[config.mk]
export PLATFORM = sky130hd
export DESIGN_NAME = m_pwm_burst
export DESIGN_NICKNAME = d
export VERILOG_FILES = /design/src/rtl/m_pwm_burst.sv
export SDC_FILE = /design/constraint.sdc
export NUM_CORES = 1
export LEC_CHECK = 0
export CORE_MARGIN = 2
export CORE_UTILIZATION = 45
export CTS_CLUSTER_DIAMETER = 60
export DETAILED_ROUTE_END_ITERATION = 6
export PLACE_DENSITY_LB_ADDON = 0.1
export SETUP_SLACK_MARGIN = 0.4
export SLEW_MARGIN = 40
export SYNTH_ARGS = -nofsm -noshare
export SYNTH_HDL_FRONTEND = slang
export SYNTH_SLANG_ARGS = --single-unit
[constraint.sdc]
create_clock -name i_clk -period 5.97 [get_ports i_clk]
set_input_delay 0.8955 -clock i_clk [delete_from_list [all_inputs] [get_ports i_clk]]
set_output_delay 0.8955 -clock i_clk [all_outputs]
set_load 0.01 [all_outputs]
[src/rtl/m_pwm_burst.sv]
// Multi-channel PWM burst generator: each channel runs a fixed number of
// PWM periods (or continuously) from a start edge until completion or abort.
module m_pwm_burst #(
  parameter int unsigned CH = 2,
  parameter int unsigned PW = 32,
  parameter int unsigned TW = 16
) (
  input  logic             i_clk,
  input  logic             i_rst_n,
  input  logic [CH-1:0]    i_start,
  input  logic [CH-1:0]    i_stop,
  input  logic [CH*PW-1:0] i_period,
  input  logic [CH*PW-1:0] i_high,
  input  logic [CH*TW-1:0] i_times,
  output logic [CH-1:0]    o_pwm,
  output logic [CH-1:0]    o_busy,
  output logic [CH-1:0]    o_done,
  output logic [CH-1:0]    o_err
);

  typedef enum logic {
    S_IDLE = 1'b0,
    S_RUN  = 1'b1
  } state_t;

  logic [CH-1:0] r_start;
  logic [CH-1:0] r_arm;
  logic [CH-1:0] w_start_edge;

  // r_arm blocks a start that was already high when reset released until it drops
  assign w_start_edge = i_start & ~r_start & r_arm;

  always_ff @(posedge i_clk) begin
    if (!i_rst_n) begin
      r_start <= '0;
      r_arm   <= ~i_start;
    end else begin
      r_start <= i_start;
      r_arm   <= r_arm | ~i_start;
    end
  end

  for (genvar n = 0; n < CH; n++) begin : g_ch
    state_t        r_state;
    logic [PW-1:0] r_period;
    logic [PW-1:0] r_high;
    logic [PW-1:0] r_pcnt;
    logic [TW-1:0] r_times;
    logic [TW-1:0] r_tcnt;
    logic          r_pwm;
    logic          r_busy;
    logic          r_done;
    logic          r_err;
    logic [PW-1:0] w_period_in;
    logic [PW-1:0] w_high_in;
    logic [TW-1:0] w_times_in;
    logic          w_wrap;
    logic          w_last;

    assign w_period_in = i_period[n*PW +: PW];
    assign w_high_in   = i_high[n*PW +: PW];
    assign w_times_in  = i_times[n*TW +: TW];

    // Period boundary, and final period of a counted burst
    assign w_wrap = (r_pcnt == r_period - PW'(1));
    assign w_last = w_wrap && (r_times != '0) && (r_tcnt == r_times - TW'(1));

    always_ff @(posedge i_clk) begin
      if (!i_rst_n) begin
        r_state  <= S_IDLE;
        r_period <= '0;
        r_high   <= '0;
        r_times  <= '0;
        r_pcnt   <= '0;
        r_tcnt   <= '0;
        r_pwm    <= 1'b0;
        r_busy   <= 1'b0;
        r_done   <= 1'b0;
        r_err    <= 1'b0;
      end else begin
        r_done <= 1'b0;
        r_err  <= 1'b0;
        case (r_state)
          S_IDLE: begin
            r_pwm <= 1'b0;
            if (w_start_edge[n] && !i_stop[n]) begin
              if (w_period_in < PW'(2)) begin
                r_err <= 1'b1;
              end else begin
                r_state  <= S_RUN;
                r_period <= w_period_in;
                r_high   <= w_high_in;
                r_times  <= w_times_in;
                r_pcnt   <= '0;
                r_tcnt   <= '0;
                r_busy   <= 1'b1;
              end
            end
          end
          S_RUN: begin
            if (i_stop[n]) begin
              r_state <= S_IDLE;
              r_busy  <= 1'b0;
              r_pwm   <= 1'b0;
            end else begin
              r_pwm <= (r_pcnt < r_high);
              if (w_wrap) begin
                r_pcnt <= '0;
                if (w_last) begin
                  r_state <= S_IDLE;
                  r_busy  <= 1'b0;
                  r_done  <= 1'b1;
                end else if (r_tcnt != '1) begin
                  r_tcnt <= r_tcnt + TW'(1);
                end
              end else begin
                r_pcnt <= r_pcnt + PW'(1);
              end
            end
          end
          default: r_state <= S_IDLE;
        endcase
      end
    end

    assign o_pwm[n]  = r_pwm;
    assign o_busy[n] = r_busy;
    assign o_done[n] = r_done;
    assign o_err[n]  = r_err;
  end

endmodule

# ---- Yosys cells after proc, flatten, opt, wreduce, memory -nomap -nowiden
# Index checks and enable logic that the tools add are counted.
dict set report word_totals {
  register_bits 270
  latchBits 0
  mem_bits_rw 0
  romBits 0
  output_inout_bits 8
  wordCells 149
  memories 0
}
dict set report classes {
  add_sub_neg 8
  mul 0
  div 0
  n_lt_le_gt_ge 4
  n_eq_ne 22
  shifts 0
  n_mux 57
  n_bitwise 14
  n_reduce_logical 22
}
# cell n
set ops {}
lappend ops {{$mux 32} 8}
lappend ops {{$mux 16} 12}
lappend ops {{$pmux 32 s2} 2}
lappend ops {{$add 32x1->32 const B} 2}
lappend ops {{$eq 32x32->1} 2}
lappend ops {{$lt 32x2->1 const B} 2}
lappend ops {{$lt 32x32->1} 2}
lappend ops {{$pmux 16 s2} 2}
lappend ops {{$sub 32x1->32 const B} 2}
lappend ops {{$add 16x1->16 const B} 2}
lappend ops {{$eq 16x16->1} 2}
lappend ops {{$ne 16x16->1 const B} 2}
lappend ops {{$reduce_bool 16->1} 2}
lappend ops {{$sub 16x1->16 const B} 2}
lappend ops {{$mux 1} 26}
lappend ops {{$ne 2x2->1 const B} 8}
lappend ops {{$ne 3x2->1 const B} 4}
lappend ops {{$pmux 1 s2} 6}
lappend ops {{$reduce_and 3->1} 4}
lappend ops {{$reduce_and 6->1} 2}
lappend ops {{$not 1->1} 9}
lappend ops {{$ne 2x1->1 const B} 4}
lappend ops {{$reduce_and 4->1} 2}
lappend ops {{$reduce_or 4->1} 2}
lappend ops {{other kinds (7)} 16}

# ---- Longest topological paths before layout
# Gate-level depths: netlist of the first run.
dict set report logic_depth {
  ltp_word 8
  mapped_depth 15
  depth_no_buf 11
}

# ---- Worst setup path before layout of the first run
# No wires, ideal clock.
dict set report synth_path {
  path_kind {reg-to-reg}
  from {register g_ch[0].r_period[8]}
  to {register g_ch[0].r_tcnt[10]}
  t_arrival_ps 3731
  t_required_ps 5900
  path_slack_ps 2169
  path_stages_with_launch 14
  n_path_buf 4
  synth_period_minus_slack_ps 3801
  cell_sequence {dfxtp_1 > buf_2 > or4_4 > or4_1 > buf_4 > nor3_1 > xor2_1 > nor4b_1 > o2111ai_2 > or4_1 > buf_2 > buf_6 > or4_1 > a21oi_1}
}
dict set report synth_via {
  elab_chain_len 6
  elab_cells_between_ends 7
}
# item line
set synth_lines {}
lappend synth_lines {{from (decl)} 45} ;# logic [PW-1:0] r_period;
lappend synth_lines {{from (signal assigned)} 91} ;# r_period <= w_period_in;
lappend synth_lines {{$sub 32x1->32 *} 65} ;# assign w_wrap = (r_pcnt == r_period - PW'(1));
lappend synth_lines {{$eq 32x32->1 *} 65}
lappend synth_lines {{$logic_and 1x1->1 (2 in a row)} 66} ;# assign w_last = w_wrap && (r_times != '0) && (r_tcnt == r_times - TW'(1));
lappend synth_lines {{$ne 2x2->1 (no line)} --}
lappend synth_lines {{$reduce_and 6->1 (no line) *} --}
lappend synth_lines {{to (signal assigned)} 114} ;# r_tcnt <= r_tcnt + TW'(1);
lappend synth_lines {{to (decl)} 49} ;# logic [TW-1:0] r_tcnt;
# Every way passes the cells marked *; elsewhere a longest branch is shown, timed or not.
# A chain may end at the register's enable or synchronous reset.

# ---- Worst setup path in the final report of the first run
dict set report layout_path {
  from {register g_ch[0].r_period[7]}
  to {register g_ch[0].r_tcnt[9]}
}
# The elaborated chain is that of the path after synthesis.

==> flow_summary.yaml, run 1 <==
routing:
  route.layer.met1.wl_um: 20180
  drt-initial-drc-count: 907
  remaining_drc_errors: 0
  routed_wl_um: 41770
  via_per_inst: 5.508
  vias: 14530
  wl_met2_um: 18890
  dr.pass1.iters: 5
  routed.top_layer: "met5"
  wl_met3_um: 1749
  wl_per_cell_um: 15.83
  final_antenna_net_count: 0
placed_design:
  place_ws_ns: 1.490
  dp_hpwl_um: 30810
  gp_congestion: 0.8444
  dpl-instance-area_mm2: 0.01766
  port_buffers: 173
synthesis:
  syn_inst: 2060
  syn_nets: 2296
  synth_seq_cells: 270
  syn_area_mm2: 0.01570
  ys_warn_count: 0
  synth_edf_count: 0
  syn-mean-instance-area_um2: 7.622
  synth_seq_area_share_pct: 34.43
  synth.area.top_cells: "dfxtp_1 34%, nand2_1 10%, a21oi_1 7.1%"
  ys.flop_type: "dfxtp_1"
  synth_top_cell_by_area: "dfxtp_1"
  post_synth_num_cell_types: 73
  synth_top_area_share_pct: 34.43
  ys_async_sr_fraction_pct: 0
setup_path:
  worstPathArrival_ns: 4.89
  critPathRequiredTime_ns: 6.39
  cpPeakStageDelay_ns: 0.95
  cpMostUsedCell: "or4_1"
  rr_worst_depth: 9
  cp_slowest_cell: "or4_1"
  endpoint_kind: "flop"
  worstPathCellList: "or4_4 -> or4_1 -> nor3_1 -> xor2_1 -> nor4b_1 -> o2111ai_2 -> or4_1 -> or4_1 -> a21oi_1"
  startpoint_type: "flop"
  cp_max_fo: 25
  path_class: "flop to flop"
layout:
  finish.utilization_pct: 54.69
  final_common_cell: "nand2_1"
  area.growth.synth_to_final_pct: 20.02
  fin_area_mm2: 0.01884
  mostFrequentLayoutCells: "422 x nand2_1, 270 x dfxtp_1, 222 x a21oi_1"
  drive_above_1_share_pct: 5.085
  diodes: 0
  final_nets: 2400
die:
  ios: 174
  die_w_um: 190.8
  die-area_mm2: 0.03640
  core-area_mm2: 0.03446
  start_util_pct: 45.57
  num_rows: 68
  die_h_um: 190.8
power_and_ir_drop:
  p_leak_nw: 6.994
  finalPower_mw: 4.682
  p_per_area_mw_per_mm2: 248.5
  vdd_drop_max_mv: 0.1869
clock_tree:
  postCtsResizedCells: 0
  cts_tree: "done"
  clock-sinks: 270
  hold_buffers: 0
  clk_pin_slew_ns: 0.06
  postCtsSetupRepairBufs: 0
  clock_latency_ns: 0.51
  cts_buffers: 34
  root_buffer: "clkbuf_16"
  cts_buffer_depth: 3
  h-tree-depth: 2
timing:
  relSlewSlack_pct: 40.54
  slew_violations: 0
  setup_slack_ns: 1.500
  finalSetupTns_ns: 0
  period_share_pct: 74.87
  tightest_slew_ns: 0.8919
  setup_viol: 0
  min_period_ns: 4.470
  skew_ns: 0.01524
  rsz0062_at_grt: "no"
  finalHoldViolCount: 0
  fmax_mhz: 223.7
global_routing:
  grt_pass1_vias: 13630
  grt_pass1_wl_um: 68200
  grt_usage_pct: 22.71
  grt_max_degree: 131
  grt_overflow: 0
  antenna_found_initial: 1
flow_run:
  max-cap-violations: 0
worst_hold_path:
  hold_depth: 2
  min_path_type: "flop to flop"
outcome:
  run_status: "finished clean"
==> critical path: cells and delay by family, from the launching register on <==
| kind | cells | cell delay (ns) |
|---|---|---|
| and+or+nand+nor | 6 | 3.51 |
| DFF | 1 | 0.38 |
| AOI/OAI and AO/OA | 2 | 0.37 |
| xor gates and xnor gates | 1 | 0.11 |
==> per-stage QoR <==
stage | hold WS, ns | std cells
after floorplan | 0.4256 | 2060
after global placement | 0.4393 | 2582
after detailed placement | 0.4463 | 2582
after CTS | 0.4540 | 2637
after global routing | 0.4734 | 2638
final | 0.4537 | 2638
==> synth_stat cells (4+ instances only) <==
library cell,instances
a2111o_1,13
a211o_1,8
a211oi_1,4
a21o_1,22
a21oi_1,222
a31o_2,5
a31oi_1,10
and2_1,7
and3_1,36
and4_1,6
buf_4,9
clkbuf_1,100
dfxtp_1,270
ha_1,70
inv_1,88
mux2i_1,17
nand2_1,423
nand2b_1,15
nand3_1,64
nand3b_1,6
nand4_1,34
nand4b_1,5
nor2_1,140
nor2b_1,22
nor3_1,41
nor3b_1,6
nor4_1,35
nor4b_1,7
o2111ai_1,15
o211ai_1,9
o21a_1,6
o21ai_0,35
o22ai_1,6
o31a_1,4
o31ai_1,15
or2_2,10
or3_1,18
or4_1,23
or4b_2,5
xnor2_1,77
xor2_1,95
==> final timing paths <==
kind	from	endpoint	slack (ns)
max	g_ch[0].r_period[7]	g_ch[0].r_tcnt[9]	1.50
min	g_ch[0].r_high[12]	g_ch[0].r_high[12]	0.45
min reg2reg	g_ch[0].r_high[12]	g_ch[0].r_high[12]	0.45
max reg2reg	g_ch[0].r_period[7]	g_ch[0].r_tcnt[9]	1.50
==> report_power, final <==
part           leakage (nW)  internal [mW]  total [mW]  switching, mW
logic                  4.24          0.321       0.695          0.374
registers              2.19           1.85        1.89         0.0480
clock network         0.569           1.30        2.09          0.789
==> layer usage <==
metal,vias to the layer above,track usage (%)
li1,7389,-
met1,6770,31.39
met2,304,37.24
met3,64,2.834
met4,2,6.082
met5,-,0
==> area by class of cell <==
| class | count | area [um2] |
|---|---|---|
| repair buffers | 184 | 1831 |
| inverters | 88 | 337.8 |
| clock inverters | 10 | 122.6 |
| multi-input cells | 1586 | 9543 |
| flip-flops and latches | 270 | 5405 |
| clock buffers | 45 | 1036 |
| well taps | 455 | 569.3 |
| fillers | 3351 | 15610 |
==> kinds of logic (layout without fill, tap and decap cells) <==
| group | after synthesis | count (layout) | synth area share [%] |
|---|---|---|---|
| simple gates | 916 | 916 | 27.68 |
| compound gates | 408 | 408 | 16.22 |
| flops | 270 | 270 | 34.43 |
| buf+inv | 204 | 327 | 5.204 |
| xor+xnor | 172 | 172 | 9.594 |
| fa+ha+maj | 70 | 70 | 5.578 |
| mux | 20 | 20 | 1.299 |
==> registers in the layout, indices dropped and copies added (netlist names) <==
signal         cells
g_ch.r_pwm         2
r_start            2
g_ch.r_err         2
g_ch.r_high       64
g_ch.r_done        2
g_ch.r_busy        2
g_ch.r_times      32
r_arm              2
g_ch.r_tcnt       32
g_ch.r_pcnt       64
g_ch.r_state       2
g_ch.r_period     64
Power figures use the tool's default switching activity.
==> inputs of run 2 (changes only) <==
- clock period: 5.97 -> 4.05 ns (I/O delays scaled with it)
==> flow_summary.yaml, run 2 (same netlist as run 1, synthesis figures left out) <==
layout:
  area.growth.synth_to_final_pct: 25.21
  reg_top3: "g_ch.r_high (64), g_ch.r_pcnt (64), g_ch.r_period (64)"
  mostFrequentLayoutCells: "422 x nand2_1, 266 x dfxtp_1, 211 x a21oi_1"
  final_cells: 2686
  finish.utilization_pct: 57.06
  final_common_cell: "nand2_1"
  drive_above_1_share_pct: 9.637
  diodes: 0
  final_nets: 2444
setup_path:
  rr_worst_depth: 11
  critPathRequiredTime_ns: 4.49
  worstPathArrival_ns: 4.26
  startpoint_type: "flop"
  cp_max_fo: 7
  r2r_start: "g_ch[0].r_period[8]"
  r2r_end: "g_ch[0].r_tcnt[14]"
  path_class: "flop to flop"
  reg2reg_slack_ns: 0.22
  endpoint_kind: "flop"
  crit_path_start: "g_ch[0].r_period[8]"
  cp-endpoint: "g_ch[0].r_tcnt[14]"
timing:
  relSlewSlack_pct: 47.80
  slew_violations: 0
  fmax_mhz: 261.4
  finalSetupTns_ns: 0
  setup_viol: 0
  setup_slack_ns: 0.2243
  min_period_ns: 3.826
  finalHoldViolCount: 0
  skew_ns: 0.01600
  rsz0062_at_grt: "yes"
  tightest_slew_ns: 0.7759
  period_share_pct: 94.46
worst_hold_path:
  min_path_type: "flop to flop"
routing:
  vias: 14740
  final_antenna_net_count: 0
  dr.pass1.iters: 5
  wl_per_cell_um: 16.64
  remaining_drc_errors: 0
  via_per_inst: 5.488
  routed_wl_um: 44700
  drt-initial-drc-count: 903
die:
  die_w_um: 190.8
  die_h_um: 190.8
  core-area_mm2: 0.03446
  ios: 174
  num_rows: 68
  die-area_mm2: 0.03640
  start_util_pct: 45.57
clock_tree:
  root_buffer: "clkbuf_16"
  cts_buffer_depth: 3
  clk_pin_slew_ns: 0.06
  clock_latency_ns: 0.52
  h-tree-depth: 2
  cts_tree: "done"
  clock-sinks: 270
  hold_buffers: 0
  cts_buffers: 34
global_routing:
  antenna_found_initial: 2
  grt_pass1_vias: 13820
  grt_pass1_wl_um: 71260
  grt_usage_pct: 23.95
  grt_overflow: 0
  grt_max_degree: 110
power_and_ir_drop:
  p_per_area_mw_per_mm2: 358.5
  p_leak_nw: 7.359
  vdd_drop_max_mv: 0.2899
placed_design:
  port_buffers: 173
  gp_congestion: 0.8640
  place_ws_ns: 0.2455
  dp.cells: 2607
  dp_hpwl_um: 32280
outcome:
  run_status: "finished clean"
flow_run:
  max-cap-violations: 0
run 2: cell types whose count changed in the layout (fill, tap and decap cells not counted), sizes merged:
| cell | delta |
|---|---|
| clkinvlp | -1 |
| inv | -1 |
| bufbuf | +1 |
| bufinv | -1 |
| buf | +40 |
| clkbuf | +11 |
| clkinv | -1 |
run 2: layer usage:
layer / up-vias / GRT usage, % / share of wire (%)
met1: 6937 / 33.27 / 48
met3: 56 / 3.699 / 5.0
met4: 4 / 5.695 / 1.7
met2: 302 / 38.89 / 46
li1: 7441 / - / -
met5: - / 0 / 0.067
run 2: cell type report:
class                      instances  area (um2)
multi-input combinational       1586        9863
inverter                          88       340.3
clock inverter                     6       65.06
fill                            3256       14800
clock buffer                      53        1106
timing repair buffer             228        2303
tap                              455       569.3
sequential                       270        5413
run 2: how the worst min path moves through the flow:
stage | start | end | slack, ns | cells past startpoint
floorplan | r_arm[1] | r_arm[1] | 0.43 | 2
global placement | r_arm[0] | r_arm[0] | 0.44 | 2
detailed placement | g_ch[0].r_high[12] | g_ch[0].r_high[12] | 0.45 | 2
CTS | g_ch[0].r_high[12] | g_ch[0].r_high[12] | 0.45 | 2
global route | g_ch[0].r_high[14] | g_ch[0].r_high[14] | 0.47 | 2
finish | g_ch[1].r_high[2] | g_ch[1].r_high[2] | 0.45 | 2
run 2: what timing repair did:
| item | 4_1_cts | 5_1_grt |
|---|---|---|
| endpoints found under the setup margin | 59 | 97 |
| setup buffers | 5 | 10 |
| pin swaps | 5 | 50 |
| resized for setup | 17 | 67 |
| cloned | 1 | 4 |
run 2: where the power goes:
group          internal [mW]  total (mW)  switching, mW
clock                   1.94        3.09           1.16
combinational          0.551        1.16          0.611
sequential              2.72        2.79         0.0699
total                   5.21        7.05           1.84
run 2: critical path, stage by stage, from the launching register on:
cell	delay, ns
dfxtp_2	0.32
or4_4	0.55
or4_4	0.60
buf_6	0.15
or2_4	0.25
nor3b_2	0.19
a211o_1	0.15
nand4_1	0.15
or4_4	0.64
buf_12	0.17
or4_1	0.46
a21oi_1	0.13
run 2: stage by stage:
stage	total power [mW]	hold WS [ns]	area, um2
after floorplan	3.520	0.4256	15750
after CTS	7.054	0.4544	19200
after detailed placement	3.911	0.4470	17890
after global placement	3.898	0.4406	17890
final	7.048	0.4509	19660
after global routing	7.364	0.4703	19660
